[src/rtl/frac_clken_pkg.sv]
// Shared constants and types for the fractional clock-enable generator.
package frac_clken_pkg;

  localparam int ACC_W_DEF = 16;
  localparam int MAX_CH    = 16;
  localparam int CH_IDX_W  = 4;

  typedef struct packed {
    logic [ACC_W_DEF-1:0] num;
    logic [ACC_W_DEF-1:0] den;
  } ch_cfg_t;

endpackage

[src/rtl/frac_clken_ch.sv]
// One fractional-N accumulator channel: emits ce at the average rate num/den.
// Optional FRAC_CLKEN_SQUARE_EN adds a square-wave output toggled by each ce.
module frac_clken_ch
  import frac_clken_pkg::*;
#(
  parameter int               ACC_W   = ACC_W_DEF,
  parameter logic [ACC_W-1:0] RST_NUM = ACC_W'(1),
  parameter logic [ACC_W-1:0] RST_DEN = ACC_W'(8)
) (
  input  logic             refclk,
  input  logic             rst,
  input  logic             ld,
  input  logic [ACC_W-1:0] ld_num,
  input  logic [ACC_W-1:0] ld_den,
  input  logic             lock_en,
`ifdef FRAC_CLKEN_SQUARE_EN
  output logic             sq,
`endif
  output logic             ce
);

  logic [ACC_W-1:0] num_q, num_d;
  logic [ACC_W-1:0] den_q, den_d;
  logic [ACC_W-1:0] acc_q, acc_d;
  logic             ce_q, ce_d;
  logic [ACC_W:0]   sum_s;
  logic [ACC_W:0]   rem_s;
  logic             en_s;
  logic             hit_s;

  // Next-state: load new ratio, hold disabled channel idle, or advance the accumulator.
  always_comb begin
    num_d = num_q;
    den_d = den_q;
    acc_d = acc_q;
    hit_s = 1'b0;
    sum_s = {1'b0, acc_q} + {1'b0, num_q};
    rem_s = sum_s - {1'b0, den_q};
    en_s  = (num_q != '0) && (den_q != '0);
    if (ld) begin
      num_d = ld_num;
      den_d = ld_den;
      acc_d = '0;
    end else if (!en_s) begin
      acc_d = '0;
    end else if (sum_s >= {1'b0, den_q}) begin
      acc_d = rem_s[ACC_W-1:0];
      hit_s = 1'b1;
    end else begin
      acc_d = sum_s[ACC_W-1:0];
    end
    // lock_en is already low on a load cycle, so this also clears ce on load.
    ce_d = hit_s && lock_en;
  end

  // Channel state registers.
  always_ff @(posedge refclk or posedge rst) begin
    if (rst) begin
      num_q <= RST_NUM;
      den_q <= RST_DEN;
      acc_q <= '0;
      ce_q  <= 1'b0;
    end else begin
      num_q <= num_d;
      den_q <= den_d;
      acc_q <= acc_d;
      ce_q  <= ce_d;
    end
  end

  assign ce = ce_q;

`ifdef FRAC_CLKEN_SQUARE_EN
  logic sq_q, sq_d;

  // Square wave toggles per ce pulse, parked low when idle or unlocked.
  always_comb begin
    if (ld || !en_s || !lock_en) begin
      sq_d = 1'b0;
    end else if (ce_d) begin
      sq_d = ~sq_q;
    end else begin
      sq_d = sq_q;
    end
  end

  // Square wave register.
  always_ff @(posedge refclk or posedge rst) begin
    if (rst) begin
      sq_q <= 1'b0;
    end else begin
      sq_q <= sq_d;
    end
  end

  assign sq = sq_q;
`endif

endmodule

[src/rtl/frac_clken_gen.sv]
// Multi-channel fractional clock-enable generator with a shared lock sequencer.
// Define FRAC_CLKEN_SQUARE_EN to add the per-channel square-wave output sq.
module frac_clken_gen
  import frac_clken_pkg::*;
#(
  parameter int                        NUM_CH     = 8,
  parameter int                        ACC_W      = ACC_W_DEF,
  parameter int                        LOCK_DELAY = 16,
  parameter logic [NUM_CH*ACC_W-1:0]   DEF_NUM    = {NUM_CH{ACC_W'(1)}},
  parameter logic [NUM_CH*ACC_W-1:0]   DEF_DEN    = {NUM_CH{ACC_W'(8)}}
) (
  input  logic                refclk,
  input  logic                rst,
  input  logic                cfg_we,
  input  logic [CH_IDX_W-1:0] cfg_ch,
  input  logic [ACC_W-1:0]    cfg_num,
  input  logic [ACC_W-1:0]    cfg_den,
`ifdef FRAC_CLKEN_SQUARE_EN
  output logic [NUM_CH-1:0]   sq,
`endif
  output logic [NUM_CH-1:0]   ce,
  output logic                locked
);

  localparam int              IDX_W1   = CH_IDX_W + 1;
  localparam logic [15:0]     LOCK_CNT = 16'(LOCK_DELAY);
  localparam logic [IDX_W1-1:0] NUM_CH_W = IDX_W1'(NUM_CH);

  logic [15:0] lock_cnt_q, lock_cnt_d;
  logic        locked_q, locked_d;
  logic        wr_ok_s;

  // Lock sequencer: restart on any accepted write, saturate at LOCK_DELAY.
  always_comb begin
    wr_ok_s = cfg_we && ({1'b0, cfg_ch} < NUM_CH_W);
    if (wr_ok_s) begin
      lock_cnt_d = 16'd0;
    end else if (lock_cnt_q < LOCK_CNT) begin
      lock_cnt_d = lock_cnt_q + 16'd1;
    end else begin
      lock_cnt_d = lock_cnt_q;
    end
    locked_d = (lock_cnt_d == LOCK_CNT);
  end

  // Lock sequencer registers.
  always_ff @(posedge refclk or posedge rst) begin
    if (rst) begin
      lock_cnt_q <= 16'd0;
      locked_q   <= 1'b0;
    end else begin
      lock_cnt_q <= lock_cnt_d;
      locked_q   <= locked_d;
    end
  end

  assign locked = locked_q;

  for (genvar i = 0; i < NUM_CH; i++) begin : g_ch
    localparam logic [CH_IDX_W-1:0] IDX = CH_IDX_W'(i);
    logic ld_s;
    assign ld_s = wr_ok_s && (cfg_ch == IDX);

    frac_clken_ch #(
      .ACC_W   (ACC_W),
      .RST_NUM (DEF_NUM[i*ACC_W +: ACC_W]),
      .RST_DEN (DEF_DEN[i*ACC_W +: ACC_W])
    ) u_ch (
      .refclk  (refclk),
      .rst     (rst),
      .ld      (ld_s),
      .ld_num  (cfg_num),
      .ld_den  (cfg_den),
      .lock_en (locked_d),
`ifdef FRAC_CLKEN_SQUARE_EN
      .sq      (sq[i]),
`endif
      .ce      (ce[i])
    );
  end

endmodule
[config.mk]
export PLATFORM = sky130hd
export DESIGN_NAME = frac_clken_gen
export DESIGN_NICKNAME = d
export VERILOG_FILES = /design/src/rtl/frac_clken_pkg.sv /design/src/rtl/frac_clken_ch.sv /design/src/rtl/frac_clken_gen.sv
export SDC_FILE = /design/constraint.sdc
export NUM_CORES = 1
export LEC_CHECK = 0
export BUFFER_PORTS_ARGS = -buffer_cell sky130_fd_sc_hd__buf_2
export CAP_MARGIN = 30
export CORE_UTILIZATION = 55
export CTS_CLUSTER_DIAMETER = 80
export CTS_CLUSTER_SIZE = 20
export DETAILED_ROUTE_END_ITERATION = 12
export PLACE_DENSITY = 0.71
export SLEW_MARGIN = 20
export SYNTH_ARGS = -nofsm -noshare
export SYNTH_HDL_FRONTEND = slang
export SYNTH_SLANG_ARGS = --single-unit
[constraint.sdc]
create_clock -name refclk -period 16.63 [get_ports refclk]
set_input_delay 1.663 -clock refclk [delete_from_list [all_inputs] [get_ports refclk]]
set_output_delay 1.663 -clock refclk [all_outputs]
set_load 0.01 [all_outputs]
==> out/qor.log <==
[sta] share of the clock period used by the worst path after layout 29.4%
[global_routing] residual overflow from global routing 0
[synthesis] synthesized area per cell 9.68 sq um
[global_routing] largest net degree at the start of global routing 147
[finish] Filler Cells Inserted 4230
[synthesis] #FFs+latches synth 409
[floorplan] Placement Rows 81
[synthesis] most used flip-flop cell after synthesis sky130_fd_sc_hd__dfrtp_1
[placed_design] placer congestion estimate 0.956
[clock_network] clock latency on the worst-skew pair 0.59 ns
[floorplan] vertical die dimension 226 um
[synthesis] cell types occupying the most area after synthesis sky130_fd_sc_hd__dfrtp_1, sky130_fd_sc_hd__ha_1, sky130_fd_sc_hd__mux2_2
[sta] setup repair after global routing missed its margin no
[global_routing] global-route wire length before repair 114000 um
[sta] Final TNS setup 0 ns
[sta] worst-case headroom to the max-slew limit 38.4%
[drt] number of design-rule violations left by the first detailed-router iteration 1722
[finish] final net count 3185
[critical_path] startpoint of the worst register-to-register path g_ch[7].u_ch.num_q[0]
[sta] skew final 0.0253 ns
[synthesis] area fraction of the dominant cell type after synthesis 35.7%
[clock_network] clock tree buffer depth 3
[synthesis] unique cell type count in the Yosys netlist 78
[sta] count of endpoints failing hold in the final timing report 0
[critical_path] endpoint class of the critical path register
[clock_network] CTS tree done
[job] max-capacitance violation count 0
[sta] final number of setup-violating endpoints 0
[synthesis] number of enable-type register cells in the synthesized netlist 0
[clock_network] number of buffers inserted for hold repair after clock tree synthesis 0
[finish] layout overhead on the synthesized area 6.84%
[clock_network] H-Tree Depth 1
[synthesis] Post-synth ARST share 100%
[placed_design] count of buffers inserted at the top-level ports 47
[synthesis] top cell type by total area after synthesis sky130_fd_sc_hd__dfrtp_1
[critical_path] Setup crit start kind register
[drt] number of antenna-violating nets in the routed design 0
[critical_path] data arrival time of the critical path 5.35 ns
[synthesis] post-synth design cell area 27600 sq um
[outcome] result of the run finished clean
[finish] fraction of layout instances using a drive strength above 1 11.8%
[global_routing] number of antenna violations at the first check in global routing 11
[critical_path] R2R setup slack 11.74 ns
[floorplan] Initial Utilization 56.1%
[worst_hold_path] Hold Path Sink lock_cnt_q[14]
[critical_path] ordered list of cells on the worst path ha_1 -> inv_1 -> fa_1 -> nor2b_1 -> o31a_1 -> o211ai_1 -> a21oi_1 -> nor3_1 -> xnor2_1 -> ha_1 -> a21o_1 -> a21oi_1 -> nand3b_1 -> o21ai_0 -> a31oi_1 -> a41oi_1 -> o2111a_1 -> mux2i_1 -> nor2_1
[worst_hold_path] Hold Startpoint lock_cnt_q[14]
[sta] final number of max-transition violations 0
[drt] via density per instance 6.05
[clock_network] total clock sinks 409
[drt] number of search-and-repair iterations in the first detailed-routing pass 5
[sta] Max Clk Rate 204 MHz
[worst_hold_path] class of the tightest hold or removal check reg -> reg
[placed_design] half-perimeter wire length of the detailed placement result 51700 um
[critical_path] CP required 17.08 ns
[critical_path] Critical-path top delay cell sky130_fd_sc_hd__o2111a_1
[worst_hold_path] Hold Path Depth 1
[finish] final core utilization 59.9%
[sta] Final Hold Slack 0.517 ns
[critical_path] highest cell delay on the worst timing path 0.84 ns
[global_routing] total routing resource utilization after global routing 28.7%
[critical_path] Crit Path Class reg -> reg
[synthesis] Synthesis Warnings 0
[synthesis] share of synthesized area occupied by flip-flops and latches 37.2%
[synthesis] net count after synthesis 3160
[drt] # DRC 0
[synthesis] cells after synthesis 2848
[floorplan] die span in x 226 um
[finish] non-filler cells, final 3558
[global_routing] via count of the first global-routing pass 21100
[floorplan] floorplan core area 49200 sq um
[drt] wire length after detailed routing 72600 um
[floorplan] Die Footprint 51000 sq um
[drt] WL/cell 20.4 um
[floorplan] count of boundary I/O pins 48
[drt] via count of the routed design 21500
[clock_network] clock buffer count from CTS 27
[sta] clock period minus final worst setup slack 4.89 ns
[critical_path] maximum net fanout on the critical path 19
[clock_network] Resized cells post-CTS 0
[sta] worst-margin pin slew 0.924 ns
[clock_network] root buffer cell sky130_fd_sc_hd__clkbuf_16
[critical_path] terminus of the critical flop-to-flop path g_ch[7].u_ch.acc_q[9]
[critical_path] depth of the worst register-to-register path 19
[clock_network] clock-pin slew on the worst setup and hold paths 0.09 ns
[clock_network] post-CTS setup repair buffer count 0
[placed_design] cell total after placement 3505
## routing by layer
layer	vias to the layer above	global-route usage, %	routed length (um)
met1	10500	39.8	32600
li1	10300	-	-
met4	2	9.87	2590
met5	-	0	13
met2	601	46.5	33100
met3	136	3.12	4320
## flip-flops by register name, summed over array words and instances, names as in the netlist
signal and count:
g_ch.u_ch.acc_q 128, g_ch.u_ch.den_q 128, g_ch.u_ch.ce 8, g_ch.u_ch.num_q 128, lock_cnt_q 16, locked 1
## logic make-up after synthesis
| logic type | after synthesis | synth area share, % |
|---|---|---|
| and+or+nand+nor | 803 | 14.3 |
| AOI/OAI and AO/OA | 599 | 14.1 |
| adders and majority gates | 273 | 12.8 |
| xor gates and xnor gates | 193 | 6.13 |
| muxes | 291 | 11.4 |
| buffers and inverters | 280 | 4.01 |
| DFF | 409 | 37.2 |
## worst max path at each step
stage | start | to | cells past startpoint
after detailed placement | g_ch[7].u_ch.num_q[0] | g_ch[7].u_ch.acc_q[1] | 19
after global placement | g_ch[4].u_ch.num_q[0] | g_ch[4].u_ch.acc_q[10] | 18
after CTS | g_ch[7].u_ch.num_q[0] | g_ch[7].u_ch.acc_q[9] | 19
final | g_ch[7].u_ch.num_q[0] | g_ch[7].u_ch.acc_q[9] | 19
after floorplan | rst | g_ch[0].u_ch.acc_q[0] | 1
after global routing | g_ch[4].u_ch.num_q[0] | g_ch[4].u_ch.acc_q[3] | 18
## layout make-up
class | instances | area [sq um] | area share, %
multi-input cells | 2159 | 16200 | 55.1
flip-flops and latches | 409 | 10300 | 34.8
well taps | 664 | 831 | 2.82
inverters | 210 | 796 | 2.70
clock buffers | 39 | 741 | 2.52
repair buffers | 66 | 458 | 1.55
clock inverters | 10 | 134 | 0.455
diodes | 1 | 2.50 | 0.00850
## synth_stat cells, types with 57 or more instances
| master | number |
|---|---|
| sky130_fd_sc_hd__inv_1 | 209 |
| sky130_fd_sc_hd__dfrtp_1 | 393 |
| sky130_fd_sc_hd__a21o_1 | 64 |
| sky130_fd_sc_hd__nand3_1 | 57 |
| sky130_fd_sc_hd__nor3_1 | 63 |
| sky130_fd_sc_hd__a21oi_1 | 153 |
| sky130_fd_sc_hd__nor4_1 | 79 |
| sky130_fd_sc_hd__ha_1 | 257 |
| sky130_fd_sc_hd__nand2_1 | 164 |
| sky130_fd_sc_hd__o21ai_0 | 129 |
| sky130_fd_sc_hd__xnor2_1 | 142 |
| sky130_fd_sc_hd__mux2_2 | 192 |
| sky130_fd_sc_hd__nor2_1 | 230 |
| sky130_fd_sc_hd__mux2i_1 | 99 |
## stage by stage
stage                     area, sq um  setup slack, ns
final                           29400            11.74
after global routing            29400            11.29
after CTS                       29400            11.76
after detailed placement        28500            11.80
after global placement          28500            11.92
after floorplan                 27600             3.61
## placed cells by master (no fill, tap or decap), types with 13 or more instances in the layout
| cell | instances |
|---|---|
| sky130_fd_sc_hd__nor2b_1 | 46 |
| sky130_fd_sc_hd__buf_2 | 47 |
| sky130_fd_sc_hd__o31a_1 | 14 |
| sky130_fd_sc_hd__nor3_1 | 62 |
| sky130_fd_sc_hd__and2_1 | 19 |
| sky130_fd_sc_hd__clkbuf_16 | 27 |
| sky130_fd_sc_hd__and3_1 | 21 |
| sky130_fd_sc_hd__nor2_1 | 229 |
| sky130_fd_sc_hd__a21o_1 | 64 |
| sky130_fd_sc_hd__ha_1 | 257 |
| sky130_fd_sc_hd__o21ai_1 | 26 |
| sky130_fd_sc_hd__o211ai_1 | 13 |
| sky130_fd_sc_hd__a211oi_1 | 30 |
| sky130_fd_sc_hd__nand2_1 | 164 |
| sky130_fd_sc_hd__a21oi_1 | 153 |
| sky130_fd_sc_hd__xor2_1 | 51 |
| sky130_fd_sc_hd__o21bai_1 | 21 |
| sky130_fd_sc_hd__inv_1 | 208 |
| sky130_fd_sc_hd__or3_1 | 18 |
| sky130_fd_sc_hd__xnor2_1 | 142 |
| sky130_fd_sc_hd__o31ai_1 | 13 |
| sky130_fd_sc_hd__dfstp_2 | 16 |
| sky130_fd_sc_hd__nand4_1 | 42 |
| sky130_fd_sc_hd__a31oi_1 | 16 |
| sky130_fd_sc_hd__buf_4 | 14 |
| sky130_fd_sc_hd__o21a_1 | 34 |
| sky130_fd_sc_hd__fa_1 | 16 |
| sky130_fd_sc_hd__nand3_1 | 57 |
| sky130_fd_sc_hd__dfrtp_1 | 393 |
| sky130_fd_sc_hd__o21ai_0 | 129 |
| sky130_fd_sc_hd__mux2i_1 | 99 |
| sky130_fd_sc_hd__nor4_1 | 79 |
| sky130_fd_sc_hd__mux2_2 | 192 |
| sky130_fd_sc_hd__nand2b_1 | 25 |
## worst max-delay path: cells and delay by family (launching register included)
family | cells | cell delay [ns]
AOI/OAI and AO/OA | 9 | 2.23
adders and majority gates | 3 | 0.96
DFF | 1 | 0.56
and+or+nand+nor | 4 | 0.42
muxes | 1 | 0.26
xor gates and xnor gates | 1 | 0.24
buffers and inverters | 1 | 0.07
Power is left out: the tool's default activity adds up to more than one toggle a clock period on the data nets, which glitch-free logic cannot reach.
